[src/rtl/mos6502s_pkg.sv]
// Shared encodings for the mos6502s core: stack op codes, stack page and
// stack sequencer states.
package mos6502s_pkg;

    localparam logic       STK_PUSH   = 1'b0;
    localparam logic       STK_PULL   = 1'b1;
    localparam logic [7:0] STACK_PAGE = 8'h01;

    typedef enum logic [2:0] {
        IDLE,
        PUSH,
        PULL,
        PULL_TAIL,
        DONE
    } stk_state_t;

endpackage

[src/rtl/mos6502s_stack_sequencer.sv]
// Multi-byte page-1 stack push/pull sequencer; drives the stack pointer's
// inc/dec strobes and repacks pulled bytes so pull order mirrors push order.
module mos6502s_stack_sequencer
    import mos6502s_pkg::*;
#(
    parameter int MAX_BYTES = 3,
    parameter int CNT_W     = 2
) (
    input  logic                   clk,
    input  logic                   rst,
    input  logic                   req_valid,
    output logic                   req_ready,
    input  logic                   req_op,
    input  logic [CNT_W-1:0]       req_count,
    input  logic [8*MAX_BYTES-1:0] push_data,
    input  logic [7:0]             sp_in,
    output logic                   sp_inc,
    output logic                   sp_dec,
    output logic [15:0]            mem_addr,
    output logic                   mem_we,
    output logic [7:0]             mem_wdata,
    output logic                   mem_re,
    input  logic [7:0]             mem_rdata,
    output logic [8*MAX_BYTES-1:0] pull_data,
    output logic                   done
);

    stk_state_t                  state, state_nxt;
    logic [CNT_W-1:0]            idx, idx_nxt;
    logic [CNT_W-1:0]            cidx;
    logic [CNT_W-1:0]            count_c;
    logic                        rd_pend;
    logic                        accept;
    logic [MAX_BYTES-1:0][7:0]   data_q;
    logic [MAX_BYTES-1:0][7:0]   pull_q;
    logic [7:0]                  sp_plus1;

    function automatic logic [CNT_W-1:0] clamp_count(input logic [CNT_W-1:0] c);
        logic [CNT_W:0] wide;
        wide = {1'b0, c};
        if (wide > (CNT_W+1)'(MAX_BYTES))
            return CNT_W'(MAX_BYTES);
        return c;
    endfunction

    assign count_c   = clamp_count(req_count);
    assign accept    = (state == IDLE) && req_valid;
    assign sp_plus1  = sp_in + 8'd1;
    assign pull_data = pull_q;

    always_comb begin
        state_nxt = state;
        idx_nxt   = idx;
        req_ready = 1'b0;
        done      = 1'b0;
        sp_inc    = 1'b0;
        sp_dec    = 1'b0;
        mem_we    = 1'b0;
        mem_re    = 1'b0;
        mem_wdata = 8'h00;
        mem_addr  = {STACK_PAGE, sp_in};
        case (state)
            IDLE: begin
                req_ready = 1'b1;
                if (req_valid) begin
                    if (count_c == '0) begin
                        state_nxt = DONE;
                    end else begin
                        state_nxt = (req_op == STK_PULL) ? PULL : PUSH;
                        idx_nxt   = count_c - CNT_W'(1);
                    end
                end
            end
            // SP points at the next free slot: write there, then decrement
            PUSH: begin
                mem_we    = 1'b1;
                mem_wdata = data_q[idx];
                sp_dec    = 1'b1;
                if (idx == '0) state_nxt = DONE;
                else           idx_nxt   = idx - CNT_W'(1);
            end
            // Pull reads one above SP; the 8-bit add keeps us inside page 1
            PULL: begin
                mem_re   = 1'b1;
                mem_addr = {STACK_PAGE, sp_plus1};
                sp_inc   = 1'b1;
                if (idx == '0) state_nxt = PULL_TAIL;
                else           idx_nxt   = idx - CNT_W'(1);
            end
            PULL_TAIL: state_nxt = DONE;
            DONE: begin
                done      = 1'b1;
                state_nxt = IDLE;
            end
            default: state_nxt = IDLE;
        endcase
    end

    always_ff @(posedge clk) begin
        if (!rst) begin
            state   <= IDLE;
            idx     <= '0;
            cidx    <= '0;
            rd_pend <= 1'b0;
            pull_q  <= '0;
        end else begin
            state   <= state_nxt;
            idx     <= idx_nxt;
            rd_pend <= mem_re;
            // read data arrives one cycle after its strobe, so capture trails by one
            if (accept && req_op == STK_PULL && count_c != '0) begin
                pull_q <= '0;
                cidx   <= '0;
            end else if (rd_pend) begin
                pull_q[cidx] <= mem_rdata;
                cidx         <= cidx + CNT_W'(1);
            end
        end
    end

    always_ff @(posedge clk) begin
        if (accept) data_q <= push_data;
    end

endmodule

[config.mk]
export PLATFORM = sky130hd
export DESIGN_NAME = mos6502s_stack_sequencer
export DESIGN_NICKNAME = d
export VERILOG_FILES = /design/src/rtl/mos6502s_pkg.sv /design/src/rtl/mos6502s_stack_sequencer.sv
export SDC_FILE = /design/constraint.sdc
export NUM_CORES = 1
export LEC_CHECK = 0
export ABC_AREA = 1
export BUFFER_PORTS_ARGS = -buffer_cell sky130_fd_sc_hd__buf_2
export CAP_MARGIN = 10
export CORE_AREA = 2 2 68 83
export CTS_CLUSTER_DIAMETER = 60
export DETAILED_ROUTE_END_ITERATION = 6
export DIE_AREA = 0 0 70 85
export PLACE_DENSITY_LB_ADDON = 0.1
export RECOVER_POWER = 25
export SETUP_SLACK_MARGIN = 0.5
export SYNTH_ARGS = -nofsm -noshare
export SYNTH_HDL_FRONTEND = slang
export SYNTH_SLANG_ARGS = --single-unit
[constraint.sdc]
create_clock -name clk -period 3.36 [get_ports clk]
set_input_delay 0.504 -clock clk [delete_from_list [all_inputs] [get_ports clk]]
set_output_delay 0.504 -clock clk [all_outputs]
set_load 0.05 [all_outputs]
==> results of run 1 <==
path summary, 6_finish.rpt:
path / slack, ns / start / cells past startpoint / to
setup / recovery: 0.76 / state[0] / 7 / mem_addr[6]
setup reg to reg: 1.13 / state[0] / 4 / data_q[8]
hold reg to reg: 0.47 / pull_data[16] / 2 / pull_data[16]
hold / removal: 0.35 / push_data[23] / 1 / data_q[23]
worst register-to-register path: cells and delay by family (launching register included):
kind	cells	cell delay (ns)
DFF	1	0.35
buffers and inverters	2	1.07
and+or+nand+nor	2	0.43
cells by family (layout without fill, tap and decap cells):
group,after synthesis,count (layout),synth area share (%)
and+or+nand+nor,130,130,21.7
DFF,56,56,52.3
AOI/OAI and AO/OA,55,55,12.7
buffers and inverters,42,122,8.42
xor gates and xnor gates,8,8,2.69
adders and majority gates,4,4,1.92
other,2,8,0.289
Yosys cell counts:
master | instances | area [µm²]
a211oi_1 | 1 | 7.51
a21oi_1 | 29 | 145
a21oi_2 | 8 | 70.1
buf_1 | 3 | 11.3
buf_2 | 1 | 5.00
buf_4 | 12 | 90.1
buf_6 | 2 | 22.5
clkbuf_1 | 4 | 15.0
conb_1 | 2 | 7.51
dfxtp_1 | 32 | 641
edfxtp_1 | 24 | 721
ha_1 | 4 | 50.1
inv_1 | 17 | 63.8
inv_2 | 3 | 11.3
nand2_1 | 59 | 221
nand3_1 | 35 | 175
nand3_4 | 1 | 17.5
nand3b_1 | 1 | 7.51
nand4_1 | 1 | 6.26
nor2_1 | 29 | 109
nor2_2 | 2 | 12.5
nor3_1 | 1 | 5.00
nor3_2 | 1 | 10.0
o21a_1 | 1 | 7.51
o21ai_0 | 14 | 70.1
o31ai_1 | 1 | 7.51
o31ai_4 | 1 | 21.3
xnor2_1 | 3 | 26.3
xor2_1 | 5 | 43.8
power breakdown:
group | switching, mW | total, mW | internal [mW]
Combinational | 0.715 | 0.939 | 0.223
Sequential | 0.0672 | 0.912 | 0.845
Clock | 0.219 | 0.371 | 0.152
Total | 1.00 | 2.22 | 1.22
sequential cells by signal (all words and copies together) (netlist names):
name and cells:
idx 2, rd_pend 1, state 3, cidx 2, data_q 24, pull_data 24
through the flow:
| stage | utilization (%) | setup slack, ns | area [µm²] |
|---|---|---|---|
| after global routing | 60.3 | 0.545 | 3110 |
| after detailed placement | 59.0 | 1.12 | 3040 |
| after global placement | 59.0 | 1.15 | 3040 |
| final | 60.3 | 0.764 | 3110 |
| after floorplan | - | 0.731 | 2620 |
| after CTS | 60.7 | 0.767 | 3130 |
final cells by class:
cell class	instances	area share, %
well taps	62	2.49
flip-flops and latches	56	43.8
clock buffers	6	2.37
clock inverters	2	0.443
multi-input cells	205	33.2
repair buffers	94	15.3
inverters	20	2.41
routing by layer:
metal	share of wire [%]	up-vias
li1	-	1136
met3	5.7	9
met1	40	1040
met5	0	-
met4	1.9	0
met2	52	70
==> metrics.md, run 1 <==
| Metric | Value |
|---|---|
| RSZ-0062 raised after global routing | false |
| Routed WL per cell | between 10 and 15 µm |
| TritonCTS clock tree | yes |
| Pwr Density | 715 nW/µm² |
| CP top delay family | simple AND/OR/NAND/NOR gates |
| Final wirelength | 5930 µm |
| IO Count | 100 |
| Flops & latches, synth | between 50 and 60 |
| Max-cap check violation count | 0 |
| Die height | between 80 and 90 µm |
| Number of global-route vias before repair | 2,144 |
| Overall Global Routing Usage | between 20 and 25% |
| Layout cells sized above 1 | 30.3% |
| Peak supply drop | ~370 µV |
| DIE AREA | 5950 µm² |
| Synth Cell Area | 2600 µm² |
| Via count | 2,255 |
| Die X | about 70 µm |
| ANT nets after route | 0 |
| Skew-Pair Late Insertion Delay | 0.31 ns |
| Post-CTS Hold Buffers | 0 |
| Post-CTS setup buffer count | 0 |
| GR Util met3 | 4.28% |
| Outcome | finished, final reports clean |
| FF+latch area | approximately 1400 µm² |
| Slowest CP cell | dfxtp_1 |
| Syn-to-layout area delta | 19.5% |
| Hold Path Class | input port to flop |
| Crit share post-route | a little under 80% |
| Input/output buffers | 91 |
| Setup_tns | 0 ns |
| DRT Pass-1 Iters | 4 |
| Multi-input gate area | 1030 µm² |
| Leak | 1.39 nW |
| Final setup fails | 0 |
| Initial Util | 50.5% |
| Number of clock sinks | 56 |
| Syn Inst Count | 297 |
| CTS max path bufs | 2 |
| Dpl cells | 437 |
| Achievable Freq | 385 MHz |
| Ant. Diodes | 0 |
| Clock transition at path regs | 0.10 ns |
| Total power | around 2.2 mW |
| CP required | 2.86 ns |
| Highest-count cells in the layout ignoring fill and taps | buf_2 (91), nand2_1 (59), nand3_1 (36) |
| Tightest Pin Transition | 1.24 ns |
| First-pass GRT wire length | 9650 µm |
| Final hold vios | 0 |
| CP Launch Type | flop |
| GR peak layer | met2 |
| CP endpoint kind | primary output |
| Crit Path Max Fanout | 12 |
| DP Wirelength | 4320 µm |
| DR vias/cell | 5.07 |
| WHS | between 0.3 and 0.4 ns |
| Crit path cell chain | inv_1, nand3_1, nor2_1, nand3_1, nor2_1, xor2_1, buf_2 |
| Tmin final | 2.60 ns |
| Overflow after GRT | 0 |
| Avg Inst Size Synth | 8.76 µm² |
| Post-layout net count | 432 |
| GR Util met1 | 23.1% |
| Met2 Use GR | 37.3% |
| TritonCTS Buffers | 5 |
| Max incr delay on CP | approximately 0.35 ns |
| Most common cell after layout, fill and taps aside | buf_2 |
| WS Path Type | flop to primary output |
| Largest net degree at the start of global routing | 31 |
| H-tree Lvls | 2 |
| Clock Skews | 0.0116 ns |
| Slew margin rel. | 17.0% |
| Ys Warns | 0 |
| Post-synthesis sequential area ratio | 52.3% |
| Arrival @ worst endpoint | 2.09 ns |
| # DRC | 0 |
| Initial antenna violation count | 0 |
| Buf/Inv on CP | 2 |
| Final slew viol count | 0 |
| Core Footprint | 5150 µm² |
| Root buffer cell | clkbuf_8 |
| GP Congestion | 0.789 |
| Std-Cell Rows | 29 |
| Resize count post-CTS | 0 |
| Yosys cell types | 29 |
| Iter 0 DRT Violations | approximately 140 |
| Filler instances | between 400 and 500 |
| Post-route insts no fill | 445 |
(Power assumes the default switching activity.)
==> inputs of run 2 (changes only) <==
CORE_AREA = 2 2 70 85   (was 2 2 68 83)
DIE_AREA = 0 0 72 87   (was 0 0 70 85)
clock period = 2.5 ns   (was 3.36 ns; I/O delays follow)
==> metrics.md, run 2 (synthesized netlist as in run 1, its figures left out) <==
| Metric | Value |
|---|---|
| R2R setup slack | 0.92 ns (was 1.13 ns) |
| CP Launch Type | flop (unchanged) |
| Initial antenna violation count | 0 (unchanged) |
| Most common cell after layout, fill and taps aside | buf_2 (unchanged) |
| Number of global-route vias before repair | 1,948 (was 2,144) |
| Crit path from | state[2] (was state[0]) |
| Setup_tns | 0 ns (unchanged) |
| Syn-to-layout area delta | 27.8% (was 19.5%) |
| First-pass GRT wire length | 9010 µm (was 9650 µm) |
| Leak | 1.43 nW (was 1.39 nW) |
| H-tree Lvls | 2 (unchanged) |
| Max-cap check violation count | 0 (unchanged) |
| CTS max path bufs | 2 (unchanged) |
| WHS | 0.238 ns (was 0.354 ns) |
| ANT nets after route | 0 (unchanged) |
| Setup ws final | 0.463 ns (was 0.764 ns) |
| Final hold vios | 0 (unchanged) |
| DIE AREA | 6260 µm² (was 5950 µm²) |
| IO Count | 100 (unchanged) |
| GP Congestion | 0.853 (was 0.789) |
| HP Start | push_data[11] (was push_data[23]) |
| Root buffer cell | clkbuf_8 (unchanged) |
| Overall Global Routing Usage | 18.5% (was 20.4%) |
| Design Area, Final | 3330 µm² (was 3110 µm²) |
| Die X | 72 µm (was 70 µm) |
| Arrival @ worst endpoint | 1.66 ns (was 2.09 ns) |
| DRT Pass-1 Iters | 7 (was 4) |
| RSZ-0062 raised after global routing | true (was false) |
| Total power | 3.15 mW (was 2.22 mW) |
| CP endpoint kind | primary output (unchanged) |
| Final wirelength | 5880 µm (was 5930 µm) |
| Initial Util | 47.1% (was 50.5%) |
| Ant. Diodes | 0 (unchanged) |
| Overflow after GRT | 0 (unchanged) |
| Layout cells sized above 1 | 35.8% (was 30.3%) |
| WS Path Type | flop to primary output (unchanged) |
| Final setup fails | 0 (unchanged) |
| R2r startpoint | state[2] (was state[0]) |
| Skew-Pair Late Insertion Delay | 0.30 ns (was 0.31 ns) |
| Core Footprint | 5520 µm² (was 5150 µm²) |
| Pwr Density | 947 nW/µm² (was 715 nW/µm²) |
| Reg2Reg Capture Point | idx[1] (was data_q[8]) |
| Crit share post-route | 81.5% |
| DP Wirelength | 4250 µm (was 4320 µm) |
| Achievable Freq | slightly below 500 MHz |
| Clock transition at path regs | 0.10 ns (about the same) |
| Via count | 2,257 (was 2,255) |
| Peak supply drop | 452 µV (was 372 µV) |
| Post-layout net count | 440 (was 432) |
| Clock Skews | 0.00710 ns (was 0.0116 ns) |
| WHS Endpoint | data_q[11] (was data_q[23]) |
| TritonCTS clock tree | yes (unchanged) |
| Crit Path Max Fanout | 4 (was 12) |
| Number of clock sinks | 56 (unchanged) |
| Post-route insts no fill | 455 (was 445) |
| Hold Path Class | input port to flop (unchanged) |
| Highest-count cells in the layout ignoring fill and taps | buf_2 (79), nand2_1 (59), nand3_1 (31) (was buf_2 (91), nand2_1 (59), nand3_1 (36)) |
| Final core utilization | 60.3% (about the same) |
| Tmin final | 2.04 ns |
| DR vias/cell | 4.96 (was 5.07) |
| Setup Slack @ Placement | 0.418 ns (was 1.12 ns) |
| Final slew viol count | 0 (unchanged) |
| Input/output buffers | 91 (unchanged) |
| Filler instances | 499 (was 494) |
| Routed WL per cell | 12.9 µm (was 13.3 µm) |
| Slew margin rel. | 58.5% (was 17.0%) |
| Dpl cells | 440 (was 437) |
| CP required | 2.12 ns (was 2.86 ns) |
| Post-Place Cell Area | 3100 µm² (was 3040 µm²) |
| Post-CTS Hold Buffers | 0 (unchanged) |
| Std-Cell Rows | 30 (was 29) |
| Tightest Pin Transition | 0.622 ns (was 1.24 ns) |
| Worst r2r path cells | 12 (was 4) |
| Outcome | finished, final reports clean (unchanged) |
| Die height | 87 µm (was 85 µm) |
| Hold path depth | 1 (unchanged) |
| TritonCTS Buffers | 5 (unchanged) |
| Largest net degree at the start of global routing | 27 (was 31) |
| Iter 0 DRT Violations | 104 (was 136) |
| # DRC | 0 (unchanged) |
-- run 2: changes by cell type in the layout (fill, tap and decap cells not counted), moves of 5 or more --
cell / delta
nand3_1: -5
a21oi_2: +8
buf_2: -12
clkbuf_1: +7
buf_4: +9
a21oi_1: -8
-- run 2: timing repair --
item,4_1_cts,5_1_grt
buffers inserted,3,4
gates resized for setup,18,16
pin swaps,2,4
hold endpoints to repair,0,0
setup endpoints to repair,13,12
-- run 2: power by group --
group          switching [mW]  total [mW]  internal, mW
Clock                   0.281       0.478         0.197
Combinational            1.01        1.41         0.400
Sequential              0.115        1.26          1.14
-- run 2: critical path, stage by stage, from the launching register on --
cell and delay (ns):
dfxtp_1 0.38, inv_4 0.10, nand3_4 0.07, buf_8 0.13, nor3_4 0.20, nand3_2 0.12
xnor2_2 0.18, buf_6 0.17
-- run 2: how the worst max path moves through the flow --
stage,depth (start not counted),to
after floorplan,5,mem_addr[7]
after global routing,7,mem_addr[5]
after detailed placement,5,mem_wdata[7]
final,7,mem_addr[5]
after CTS,5,mem_wdata[7]
after global placement,5,mem_wdata[7]
-- run 2: metal layers --
| layer | vias to the layer above | share of wire, % | GRT usage (%) |
|---|---|---|---|
| met2 | 72 | 52 | 32.7 |
| met1 | 1021 | 41 | 22.1 |
| met5 | - | 0 | 0 |
| li1 | 1156 | - | - |
| met4 | 0 | 1.2 | 5.49 |
| met3 | 8 | 5.8 | 4.51 |
-- run 2: cell type report --
| cell class | count | area [µm²] | area share, % |
|---|---|---|---|
| inverter | 20 | 80.1 | 2.41 |
| clock buffer | 6 | 72.6 | 2.18 |
| tap | 64 | 80.1 | 2.41 |
| sequential | 56 | 1370 | 41.3 |
| multi-input combinational | 205 | 1150 | 34.6 |
| clock inverter | 2 | 12.5 | 0.376 |
| timing repair buffer | 102 | 557 | 16.7 |
